[src/rtl/mac_pkg.sv]
// Shared types and defaults for the MAC chain feeder: FSM state encoding,
// default geometry and the accumulator width rule.
package mac_pkg;

  typedef enum logic [2:0] {
    IDLE,
    CLEAR,
    LOAD_A,
    LOAD_B,
    RUN,
    DRAIN,
    DONE
  } feeder_state_t;

  localparam int DEF_DATA_WIDTH = 8;
  localparam int DEF_ROWS       = 8;
  localparam int DEF_COLS       = 8;

  // Wide enough for COLS <= 2**data_width products of two data_width operands.
  function automatic int acc_width(input int data_width);
    return 3 * data_width;
  endfunction

endpackage

[src/rtl/feeder_fifo.sv]
// Small synchronous FIFO with a combinational head, used for the A rows and
// the B vector of the MAC feeder.
module feeder_fifo #(
  parameter int WIDTH = 8,
  parameter int DEPTH = 8
) (
  input  logic             clk,
  input  logic             rst_n,
  input  logic             push,
  input  logic             pop,
  input  logic [WIDTH-1:0] din,
  output logic [WIDTH-1:0] head,
  output logic             full,
  output logic             empty
);

  localparam int PW   = (DEPTH > 1) ? $clog2(DEPTH) : 1;
  localparam int CNTW = $clog2(DEPTH + 1);

  logic [WIDTH-1:0] mem [DEPTH];
  logic [PW-1:0]    wr_ptr;
  logic [PW-1:0]    rd_ptr;
  logic [CNTW-1:0]  count;

  function automatic logic [PW-1:0] bump(input logic [PW-1:0] p);
    return (p == PW'(DEPTH - 1)) ? '0 : p + PW'(1);
  endfunction

  // NOTE: sequential state uses non-blocking assignments so every flop samples pre-edge values.
  always_ff @(posedge clk or negedge rst_n) begin
    if (!rst_n) begin
      wr_ptr <= '0;
      rd_ptr <= '0;
      count  <= '0;
    end else begin
      if (push) wr_ptr <= bump(wr_ptr);
      if (pop)  rd_ptr <= bump(rd_ptr);
      if (push && !pop)      count <= count + CNTW'(1);
      else if (pop && !push) count <= count - CNTW'(1);
    end
  end

  // NOTE: storage is not reset; the count alone defines which entries are meaningful.
  always_ff @(posedge clk) begin
    if (push) mem[wr_ptr] <= din;
  end

  assign head  = mem[rd_ptr];
  assign full  = (count == CNTW'(DEPTH));
  assign empty = (count == '0);

endmodule

[src/rtl/mac_feeder.sv]
// Sequencer for the MAC chain: loads matrix A and vector B from one byte
// stream, then streams B into MAC0 and skewed A rows into every MAC.
module mac_feeder
  import mac_pkg::*;
#(
  parameter int DATA_WIDTH = DEF_DATA_WIDTH,
  parameter int ROWS       = DEF_ROWS,
  parameter int COLS       = DEF_COLS
) (
  input  logic                       clk,
  input  logic                       rst_n,
  input  logic                       start,
  input  logic                       in_valid,
  input  logic [DATA_WIDTH-1:0]      in_data,
  output logic                       in_ready,
  output logic                       clr_out,
  output logic                       en_out,
  output logic [DATA_WIDTH-1:0]      b_out,
  output logic [ROWS*DATA_WIDTH-1:0] a_out,
  output logic                       busy,
  output logic                       done
);

  localparam int CW = $clog2(ROWS * COLS + 1);
  localparam logic [CW-1:0] LAST_COL   = CW'(COLS - 1);
  localparam logic [CW-1:0] LAST_ROW   = CW'(ROWS - 1);
  localparam logic [CW-1:0] LAST_DRAIN = CW'(COLS + ROWS - 2);

  feeder_state_t state, next_state;
  logic [CW-1:0] cnt;      // column in loads, RUN-relative cycle in RUN/DRAIN
  logic [CW-1:0] row_cnt;
  logic          en_q;
  logic          accept;
  logic          run_phase;

  logic                  b_push, b_pop, b_full, b_empty;
  logic [DATA_WIDTH-1:0] b_head;

  assign accept    = in_valid && in_ready;
  assign run_phase = (state == RUN) || (state == DRAIN);

  // NOTE: every combinational output gets a default first so no latch is inferred.
  always_comb begin
    next_state = state;
    case (state)
      IDLE:    if (start) next_state = CLEAR;
      CLEAR:   next_state = LOAD_A;
      LOAD_A:  if (accept && row_cnt == LAST_ROW && cnt == LAST_COL) next_state = LOAD_B;
      LOAD_B:  if (accept && cnt == LAST_COL) next_state = RUN;
      RUN:     if (cnt == LAST_COL) next_state = (ROWS == 1) ? DONE : DRAIN;
      DRAIN:   if (cnt == LAST_DRAIN) next_state = DONE;
      DONE:    next_state = IDLE;
      default: next_state = IDLE;
    endcase
  end

  always_ff @(posedge clk or negedge rst_n) begin
    if (!rst_n) begin
      state   <= IDLE;
      cnt     <= '0;
      row_cnt <= '0;
      en_q    <= 1'b0;
    end else begin
      state <= next_state;
      en_q  <= (next_state == RUN);
      case (state)
        LOAD_A: if (accept) begin
          if (cnt == LAST_COL) begin
            cnt     <= '0;
            row_cnt <= row_cnt + CW'(1);
          end else begin
            cnt <= cnt + CW'(1);
          end
        end
        LOAD_B: if (accept) cnt <= (cnt == LAST_COL) ? '0 : cnt + CW'(1);
        RUN, DRAIN: cnt <= (next_state == DONE) ? '0 : cnt + CW'(1);
        default: begin
          cnt     <= '0;
          row_cnt <= '0;
        end
      endcase
    end
  end

  assign in_ready = (state == LOAD_A) || (state == LOAD_B);
  assign clr_out  = (state == CLEAR);
  assign busy     = (state != IDLE);
  assign done     = (state == DONE);
  assign en_out   = en_q;
  assign b_out    = en_q ? b_head : '0;

  assign b_push = (state == LOAD_B) && accept;
  assign b_pop  = en_q;

  feeder_fifo #(.WIDTH(DATA_WIDTH), .DEPTH(COLS)) u_b_fifo (
    .clk   (clk),
    .rst_n (rst_n),
    .push  (b_push),
    .pop   (b_pop),
    .din   (in_data),
    .head  (b_head),
    .full  (b_full),
    .empty (b_empty)
  );

  b_no_overflow:  assert property (@(posedge clk) disable iff (!rst_n) !(b_push && b_full));
  b_no_underflow: assert property (@(posedge clk) disable iff (!rst_n) !(b_pop && b_empty));

  for (genvar r = 0; r < ROWS; r++) begin : g_row
    logic                  a_push, a_pop, a_full, a_empty;
    logic [DATA_WIDTH-1:0] a_head;
    logic [CW:0]           rel;   // window index of row r; MSB set while still before it

    assign rel    = {1'b0, cnt} - (CW + 1)'(r);
    assign a_pop  = run_phase && !rel[CW] && (rel < (CW + 1)'(COLS));
    assign a_push = (state == LOAD_A) && accept && (row_cnt == CW'(r));

    feeder_fifo #(.WIDTH(DATA_WIDTH), .DEPTH(COLS)) u_a_fifo (
      .clk   (clk),
      .rst_n (rst_n),
      .push  (a_push),
      .pop   (a_pop),
      .din   (in_data),
      .head  (a_head),
      .full  (a_full),
      .empty (a_empty)
    );

    assign a_out[r*DATA_WIDTH +: DATA_WIDTH] = a_pop ? a_head : '0;

    a_no_overflow:  assert property (@(posedge clk) disable iff (!rst_n) !(a_push && a_full));
    a_no_underflow: assert property (@(posedge clk) disable iff (!rst_n) !(a_pop && a_empty));
  end

endmodule

[config.mk]
export PLATFORM = sky130hd
export DESIGN_NAME = mac_feeder
export DESIGN_NICKNAME = d
export VERILOG_FILES = /design/src/rtl/mac_pkg.sv /design/src/rtl/feeder_fifo.sv /design/src/rtl/mac_feeder.sv
export SDC_FILE = /design/constraint.sdc
export NUM_CORES = 1
export LEC_CHECK = 0
export CAP_MARGIN = 30
export CORE_ASPECT_RATIO = 1.75
export CORE_MARGIN = 2
export CORE_UTILIZATION = 55
export CTS_CLUSTER_DIAMETER = 120
export CTS_CLUSTER_SIZE = 28
export DETAILED_ROUTE_END_ITERATION = 10
export GPL_TIMING_DRIVEN = 0
export PLACE_DENSITY = 0.73
export SETUP_SLACK_MARGIN = 0.15
export SYNTH_ARGS = -nofsm -noshare
export SYNTH_HDL_FRONTEND = slang
export SYNTH_SLANG_ARGS = --single-unit
[constraint.sdc]
create_clock -name clk -period 3.15 [get_ports clk]
set_clock_uncertainty 0.05 [all_clocks]
set_input_delay 0.63 -clock clk [delete_from_list [all_inputs] [get_ports clk]]
set_output_delay 0.63 -clock clk [all_outputs]
set_load 0.05 [all_outputs]
==> out/metrics.csv <==
stage,metric,value,unit
run_status,status,finished with violations,
run_status,violations,setup timing,
synthesis,synth_top_flop_cell,edfxtp_1,
setup_path,required,2470,ps
synthesis,synth_cells,1425,
route,vias_per_cell,5.96,
die,design.die.area,49800,sq um
die,die_y,294,um
setup_path,slowest_delay,380,ps
route,wl,54.2,mm
timing,hold_violations,0,
clocking,cts_tree,yes,
cells_and_area,diodes,0,
setup_path,slowest_stage,dfrtp_1,
cells_and_area,fillers,3082,
clocking,clkSlewWorstSetupHoldPaths,110,ps
synthesis,synth-edff-count,576,
route,via_count,13460,
synthesis,syn_nets,1484,
die,die_w,169,um
timing,rsz0062_at_grt,yes,
cells_and_area,drive_gt1_frac,0.377,
cells_and_area,layout.nets,1701,
synthesis,ys_seq_area_frac,0.725,
power,power_frac_seq,0.598,
die,rows,106,
global_route,grt_pass1_wl,82.6,mm
setup_path,crit_path_cell_trace,buf_6 > clkinv_8 > buf_6 > ha_4 > a21oi_2 > nand2_1 > o21ai_2 > o2111ai_4 > clkbuf_16 > nor2_4 > buf_8,
route,post_drt_wl_per_cell,24.0,um
route,drt_iter0_drc,971,
timing,setup-tns-final,-284,ps
setup_path,worst-setup-path-type,reg2out,
route,drtPass1Iterations,6,
die,fp.coreArea,47600,sq um
setup_path,crit_buf_inv,5,
power,switching_share,0.250,
synthesis,synth_warnings,0,
setup_path,cp-start-kind,flop,
timing,worstMarginPinSlew,952,ps
synthesis,ys_ff_latch,648,
global_route,antenna_found_initial,0,
clocking,clk_latency,600,ps
route,detail-route-antenna-nets,0,
synthesis,synthArstFlopShare,0.111,
die,io_pins,89,
global_route,grt_start_max_net_pins,50,
power,p_int,12.4,mW
place,place_congestion,0.876,
timing,post-route-period-util,1.03,
cells_and_area,area_growth,19.4,%
cells_and_area,final_core_util,0.661,
setup_path,cp.arrival,2560,ps
die,initial_core_util,0.554,
clocking,clockRootBuffer,clkbuf_16,
global_route,grt_use_total,0.220,
power,p_sw,4.12,mW
setup_path,r2r_cells,7,
setup_path,cp-end-kind,output port,
clocking,clkSinkCount,648,
timing,finalMaxSlewViolations,0,
global_route,grt_overflow_total,0,
timing,setup_viol,9,
clocking,cts_htree_levels,1,
clocking,cts_buffers,27,
route,route.detailed.drc,0,
power,comb_power_share,0.151,
timing,relSlewSlack,0.365,
clocking,clock_path_buffers,3,
power,p_per_area,524,nW/um^2
power,p_clk_frac,0.251,
global_route,grt_pass1_vias,14483,
timing,fin_crit,3240,ps
timing,setup_ws,-87.2,ps
worst_hold_path,worst_hold_path_type,in2async,
synthesis,avgSynthCellArea,18.5,sq um
place,portBuffers,88,
place,dp_hpwl,35.2,mm
setup_path,regToRegEndpoint,g_row[7].u_a_fifo.mem[1][4]$_DFFE_PP_,
timing,max_freq,309,MHz
synthesis,netlist_area,26400,sq um
setup_path,r2r_setup_slack,310,ps
power,vdd_drop_max,0.508,mV
setup_path,cp_max_fo,5,
synthesis,ys_types,45,
power,p_leak,10.5,nW
setup_path,path_common_cell,buf_6,
job,maxCapViolations,0,
setup_path,r2r_start,row_cnt[0]$_DFFE_PN0P_,
setup_path,cp_top_family,buffers and inverters,
layout by cell type (no fill, tap or decap), types with 10 or more instances in the layout:
master       n
buf_6       42
o21ai_0     24
edfxtp_1   576
nor2_4      57
mux2i_2     18
nor3_1      20
ha_1        42
mux4_2     144
mux2i_4     12
nor2b_1     13
clkbuf_16   34
nand2_1     61
clkbuf_1    26
buf_1       10
nor2_2      30
buf_4       65
buf_8       55
buf_12      13
dfrtp_1     69
nor3_2      11
clkbuf_2    11
mux2_2      34
mux2i_1     44
buf_2       31
nor2_1      45
nand2b_1    26
final cells by class:
| cell class | count | area [sq um] | share of cell area |
|---|---|---|---|
| Buffer | 72 | 722 | 0.0229 |
| Clock buffer | 48 | 754 | 0.0240 |
| Clock inverter | 2 | 38.8 | 0.00123 |
| Inverter | 14 | 77.6 | 0.00246 |
| Multi-Input combinational cell | 691 | 8010 | 0.254 |
| Sequential cell | 648 | 19100 | 0.607 |
| Tap cell | 594 | 743 | 0.0236 |
| Timing Repair Buffer | 188 | 2030 | 0.0645 |
routing by layer:
layer / global-route usage / up-vias / wire (um)
met3: 0.0151 / 86 / 1680
met5: 0 / - / 0
li1: - / 6013 / -
met1: 0.257 / 7054 / 19700
met2: 0.433 / 307 / 31500
met4: 0.0609 / 0 / 1360
worst max path at each step:
stage	start	to	depth (start not counted)
after floorplan	cnt[3]$_DFFE_PN0P_	a_out[56]	9
after global placement	rst_n	g_row[4].u_a_fifo.rd_ptr[0]$_DFFE_PN0P_	1
after detailed placement	cnt[3]$_DFFE_PN0P_	a_out[16]	10
after CTS	cnt[3]$_DFFE_PN0P_	a_out[57]	10
after global routing	cnt[3]$_DFFE_PN0P_	a_out[16]	10
final	cnt[3]$_DFFE_PN0P_	a_out[16]	11
logic make-up (layout without fill, tap and decap cells):
| group | count (synthesis) | after routing | share of synthesized area |
|---|---|---|---|
| adder cells (fa/ha/maj) | 47 | 47 | 0.0223 |
| buffers and inverters | 86 | 324 | 0.0134 |
| AND/OR/NAND/NOR | 322 | 322 | 0.0574 |
| multiplexers | 252 | 252 | 0.166 |
| flip-flops | 648 | 648 | 0.725 |
| AO/OA/AOI/OAI | 57 | 57 | 0.0122 |
| XOR/XNOR | 13 | 13 | 0.00432 |
what timing repair did:
action | 4_1_cts | 5_1_grt
cloned | 7 | 2
hold endpoints to repair | 23 | 0
setup buffers | 44 | 12
gates resized for setup | 836 | 122
setup endpoints to repair | 350 | 215
pin swaps | 56 | 39
hold buffers | 1 | 0
per-stage QoR:
stage | power (mW) | instances | cell area (sq um) | worst slack [ps] | hold WS (ps)
after global placement | 11.6 | 2107 | 28000 | -1520 | 459
after CTS | 16.3 | 2243 | 30900 | -49.9 | 426
after floorplan | 11.1 | 1425 | 26400 | -41.5 | 284
after global routing | 17.1 | 2257 | 31500 | -138 | 443
after detailed placement | 11.7 | 2141 | 28300 | -1040 | 495
final | 16.5 | 2257 | 31500 | -87.2 | 432
power groups by stage:
stage	logic [mW]	registers (mW)	clock network (mW)
floorplan	1.12	9.99	0
global placement	1.57	10.0	0
detailed placement	1.68	10.0	0
CTS	2.23	9.85	4.22
global route	2.65	9.89	4.50
finish	2.48	9.86	4.14
flip-flops by register name, indices dropped and copies added (netlist names):
register	count
row_cnt	7
u_b_fifo.rd_ptr	3
g_row.u_a_fifo.mem	512
g_row.u_a_fifo.wr_ptr	24
u_b_fifo.wr_ptr	3
en_out	1
state	3
cnt	7
g_row.u_a_fifo.rd_ptr	24
u_b_fifo.mem	64
cell usage after synthesis (10+ instances only):
cell type,n,share of area
edfxtp_1,576,0.66
mux4_2,144,0.12
nor2_1,132,0.019
mux2i_1,74,0.028
dfrtp_1,72,0.068
nand2_1,64,0.0091
ha_1,47,0.022
clkbuf_1,37,0.0053
mux2_2,34,0.015
nor3_1,32,0.0061
o21ai_0,30,0.0057
nand2b_1,27,0.0064
buf_2,23,0.0044
nand3_1,15,0.0028
nor2b_1,14,0.0033
inv_1,13,0.0019
buf_1,11,0.0016
a21oi_1,10,0.0019
Power figures use the tool's default switching activity.
==> RTL edit 1: new RTL, config.mk and constraints unchanged <==
The 7 states of `feeder_state_t` get a one-hot encoding in 7 bits.
--- a/src/rtl/mac_pkg.sv
+++ b/src/rtl/mac_pkg.sv
@@ -4,10 +4,10 @@
 
-  typedef enum logic [2:0] {
-    IDLE,
-    CLEAR,
-    LOAD_A,
-    LOAD_B,
-    RUN,
-    DRAIN,
-    DONE
+  typedef enum logic [6:0] {
+    IDLE   = 7'b0000001,
+    CLEAR  = 7'b0000010,
+    LOAD_A = 7'b0000100,
+    LOAD_B = 7'b0001000,
+    RUN    = 7'b0010000,
+    DRAIN  = 7'b0100000,
+    DONE   = 7'b1000000
   } feeder_state_t;
Function: no difference found for any inputs over 4 cycles, from zero or initial values and one cycle with rst_n low; so few cycles prove little.
==> RTL edit 1 against the unedited design <==
  * The flow still finishes with violations (negative setup slack)
  * Synthesized cell count is 1.1% higher
  * Non-clock buffer count decreased by 12
  * Sequential cell count grew 4
  * Design area is 0.62% lower
  * Setup slack lost 0.45 ns
  * Synthesized area grew 1.0%
  * Worst hold slack gained 0.059 ns
  * Core utilization decreased by 0.59 points
  * Cell count up 0.31%
  * Routed wire length shrank 2.8%
  * Largest cell class unchanged
Power is not compared: it rests on default switching activity, and its combinational part moved more than twofold at a synthesized area within 25%.
==> RTL edit 1: results (changes against the unedited design) <==
Setup violations, final=64 (+55); Final Wtd Congestion=0.806 (-8.0%); dominant cells by area after synthesis=edfxtp_1, mux4_2, dfrtp_1; NumNets Final=1709 (+0.47%); post-synthesis compound-gate area fraction=1.46% (+0.23 points); flop2flop setup slack=0.21 ns (-0.10 ns); placed cells=2161 (+0.93%); dpl hpwl=35700 um (+1.4%); XOR/XNOR Fraction of Synth Area=0.362% (-0.070 points); met3 usage=1.54% (+0.033 points); count of cell types in the netlist=50 (+11%); multiplexer area fraction after synthesis=16.5% (-0.031 points); Setup Total Neg Slack=-29.61 ns (-29.33 ns); DR pass1 iterations=5 (-1); Critical R2R Launch=state[4]; CP delay by family, top=simple AND/OR/NAND/NOR gates; fin worst setup slack=-0.540 ns (-0.453 ns); Syn Nets=1499 (+1.0%); grt met1 use=24.4% (-1.2 points); vias=13400 (-0.78%); Crit path largest cell delay=0.43 ns (+0.05 ns); FF-to-FF End=g_row[4].u_a_fifo.mem[2][2]; die extent in x=170 um (+0.51%); largest net degree at the start of global routing=50 (unchanged); R2R depth=11 (+4); share of cells above drive strength 1=35.6% (-2.1 points); initial DRC count=951 (-2.1%); routed length per placed instance=23.3 um (-3.1%); Clock Tree Root=clkbuf_16; Commonest cells post-synth=edfxtp_1, mux4_2, nor2_1, dfrtp_1, mux2i_1; Worst-Skew Late Latency=0.58 ns (-0.02 ns); vias in the first global route=14000 (-3.2%); Worst Path Max Fanout=9 (+4); port bufs=88 (unchanged); grt met2 use=42.2% (-1.1 points); crit path DAT=3.01 ns (+0.45 ns); status=finished, violations left; Layout fillers=3170 (+2.9%); Tot GR Track Use=21.2% (-0.86 points); violated checks=negative setup slack
## RTL edit 1: changes by cell type in the layout (fill, tap and decap cells not counted), sizes merged, moves of 6 or more
cell | before | now
nand2 | 64 | 43
nor3 | 33 | 45
buf | 218 | 208
xor2 | 8 | 1
nor4 | 4 | 10
## RTL edit 1: layout make-up
type | count | area (um2) | area share (%)
repair buffers | 181 | 1900 | 6.07
multi-input cells | 704 | 8150 | 26.0
plain buffers | 67 | 453 | 1.45
inverters | 17 | 66.3 | 0.212
clock buffers | 48 | 754 | 2.41
flip-flops and latches | 652 | 19200 | 61.4
clock inverters | 1 | 20.0 | 0.0640
well taps | 594 | 743 | 2.38
## RTL edit 1: how the worst max path moves through the flow
stage	start	endpoint	slack (ns)	cells after the start
4_1_cts	state[1]	a_out[35]	-0.55	8
5_1_grt	state[1]	a_out[36]	-0.62	9
2_1_floorplan	state[1]	a_out[16]	-0.03	7
3_3_place_gp	rst_n	g_row[2].u_a_fifo.rd_ptr[1]	-1.79	1
3_5_place_dp	in_valid	g_row[6].u_a_fifo.mem[0][5]	-1.03	6
6_report	state[1]	a_out[36]	-0.54	9
## RTL edit 1: cells by family after synthesis
group | Yosys count
buf+inv | 84
xor+xnor | 11
simple gates | 331
fa+ha+maj | 47
compound gates | 61
mux | 254
flops | 652
## RTL edit 1: power breakdown
part	total (uW)	switching [uW]	internal (uW)	leakage, uW
registers	9500	56.6	9440	0.00622
logic	683	454	229	0.00365
clock network	4110	2450	1660	0.000367
total	14300	2960	11300	0.0102
## RTL edit 1: per-layer routing
metal | vias up | wire [um]
met5 | - | 0
met4 | 0 | 946
met3 | 44 | 1590
li1 | 6087 | -
met2 | 239 | 31200
met1 | 6985 | 19000
## RTL edit 1: what timing repair did
item                                   4_1_cts  5_1_grt
setup endpoints to repair                  589      449
hold buffers                                 1        0
resized for setup                          702      148
pin swaps                                   30       35
endpoints found under the hold margin       10        0
setup buffers                               19       29
cloned                                       4        1
## RTL edit 1: through the flow
step / util, % / instance area [um2] / setup slack, ns
after global placement: 59.5 / 28400 / -1.79
after CTS: 63.9 / 30500 / -0.553
final: 65.5 / 31300 / -0.540
after global routing: 65.5 / 31300 / -0.616
after floorplan: - / 26800 / -0.0310
after detailed placement: 60.2 / 28700 / -1.03
## RTL edit 1: worst register-to-register path, stage by stage (launching register included)
cell,delay [ns]
dfrtp_2,0.44
buf_4,0.15
buf_6,0.12
or2_4,0.24
buf_6,0.14
nor4_4,0.26
buf_6,0.17
buf_6,0.19
nand4_1,0.18
buf_4,0.22
nor3_4,0.29
buf_6,0.19
==> RTL edit 2: new RTL, same flow settings <==
Made on the original files. The package constant `DEF_DATA_WIDTH` goes from 8 to 12.
--- a/src/rtl/mac_pkg.sv
+++ b/src/rtl/mac_pkg.sv
@@ -14,3 +14,3 @@
 
-  localparam int DEF_DATA_WIDTH = 8;
+  localparam int DEF_DATA_WIDTH = 12;
   localparam int DEF_ROWS       = 8;
Interface: changed (resized a_out, b_out and in_data); port bits go from 89 to 129. The function was not compared with the original's and may differ.
==> RTL edit 2 against the unedited design <==
  * Design area grew 42%
  * Clock power grew 46%
  * The flow still finishes with violations (negative setup slack)
  * Via count grew 39%
  * Critical path depth shrank 1
  * Highest routed layer unchanged
  * Total power grew 41%
  * Routed wire length grew 46%
  * Setup slack lost 0.22 ns
  * Largest cell class unchanged
  * Cell count grew 38%
  * Sequential cell count grew 288
  * Worst hold slack gained 0.050 ns
  * Synthesized area grew 42%
==> RTL edit 2: results (changes against the unedited design) <==
Layout fillers=4245 (+38%); share of cells above drive strength 1=38.7% (+0.99 points); Commonest cells post-synth=edfxtp_1, mux4_2, nor2_1, mux2i_1, dfrtp_1; violated checks=negative setup slack; hold_ws=0.481 ns (+0.0497 ns); hold crit path type=input pin to flip-flop; Place WS=-1.14 ns (-0.103 ns); DR pass1 iterations=5 (-1); fin worst setup slack=-0.306 ns (-0.219 ns); flop2flop setup slack=0.27 ns (-0.04 ns); Setup violations, final=80 (+71); post-synthesis compound-gate area fraction=1.09% (-0.14 points); count of cell types in the netlist=50 (+11%); H-tree Lvls=2 (+1); dominant cells by area after synthesis=edfxtp_1, mux4_2, dfrtp_1; multiplexer area fraction after synthesis=17.1% (+0.48 points); dpl hpwl=53600 um (+52%); vias in the first global route=19700 (+36%); crit path DAT=2.78 ns (+0.22 ns); NumNets Final=2258 (+33%); Async S/R FF share, synth=7.69% (-3.4 points); grt met1 use=26.2% (+0.54 points); R2R depth=6 (-1); Lkg Pwr=0.0146 uW (+39%); status=finished, violations left
RTL edit 2: power breakdown:
part           switching, uW  internal [uW]
sequential               236          14000
combinational           1650           1390
clock                   3530           2500
total                   5410          17800
RTL edit 2: through the flow:
step | std cells | total power [uW]
2_1_floorplan | 1871 | 15800
3_3_place_gp | 2894 | 16500
3_5_place_dp | 2974 | 16700
4_1_cts | 3104 | 23100
5_1_grt | 3121 | 24000
6_report | 3121 | 23200
RTL edit 2: area by class of cell:
type | count | share of cell area [%]
Multi-Input combinational cell | 824 | 23.4
Sequential cell | 936 | 62.1
Tap cell | 896 | 2.51
Clock buffer | 70 | 2.54
Inverter | 14 | 0.162
Clock inverter | 1 | 0.0364
Timing Repair Buffer | 283 | 7.24
Buffer | 97 | 2.02
RTL edit 2: worst max-delay path by stage:
stage | start | endpoint | slack, ns | cells after the start
floorplan | in_valid | g_row[7].u_a_fifo.mem[1][0] | -0.17 | 6
global placement | in_valid | g_row[7].u_a_fifo.mem[4][9] | -1.69 | 6
detailed placement | cnt[3] | a_out[92] | -1.14 | 9
CTS | cnt[3] | a_out[71] | -0.23 | 10
global route | cnt[3] | a_out[71] | -0.36 | 10
finish | cnt[3] | a_out[71] | -0.31 | 10
RTL edit 2: what timing repair did:
| action | 4_1_cts | 5_1_grt |
|---|---|---|
| setup buffers | 51 | 11 |
| endpoints found under the setup margin | 278 | 186 |
| gates cloned | 7 | 4 |
| hold endpoints to repair | 30 | 0 |
| gates resized for setup | 1059 | 189 |
| pin swaps | 31 | 67 |
| hold buffers | 1 | 0 |
RTL edit 2: routing by layer:
layer  routed length (um)  vias to the layer above
met5                    0                        -
met4                 2920                        0
met3                 3140                      136
met2                44900                      500
met1                28400                     9855
li1                     -                     8157
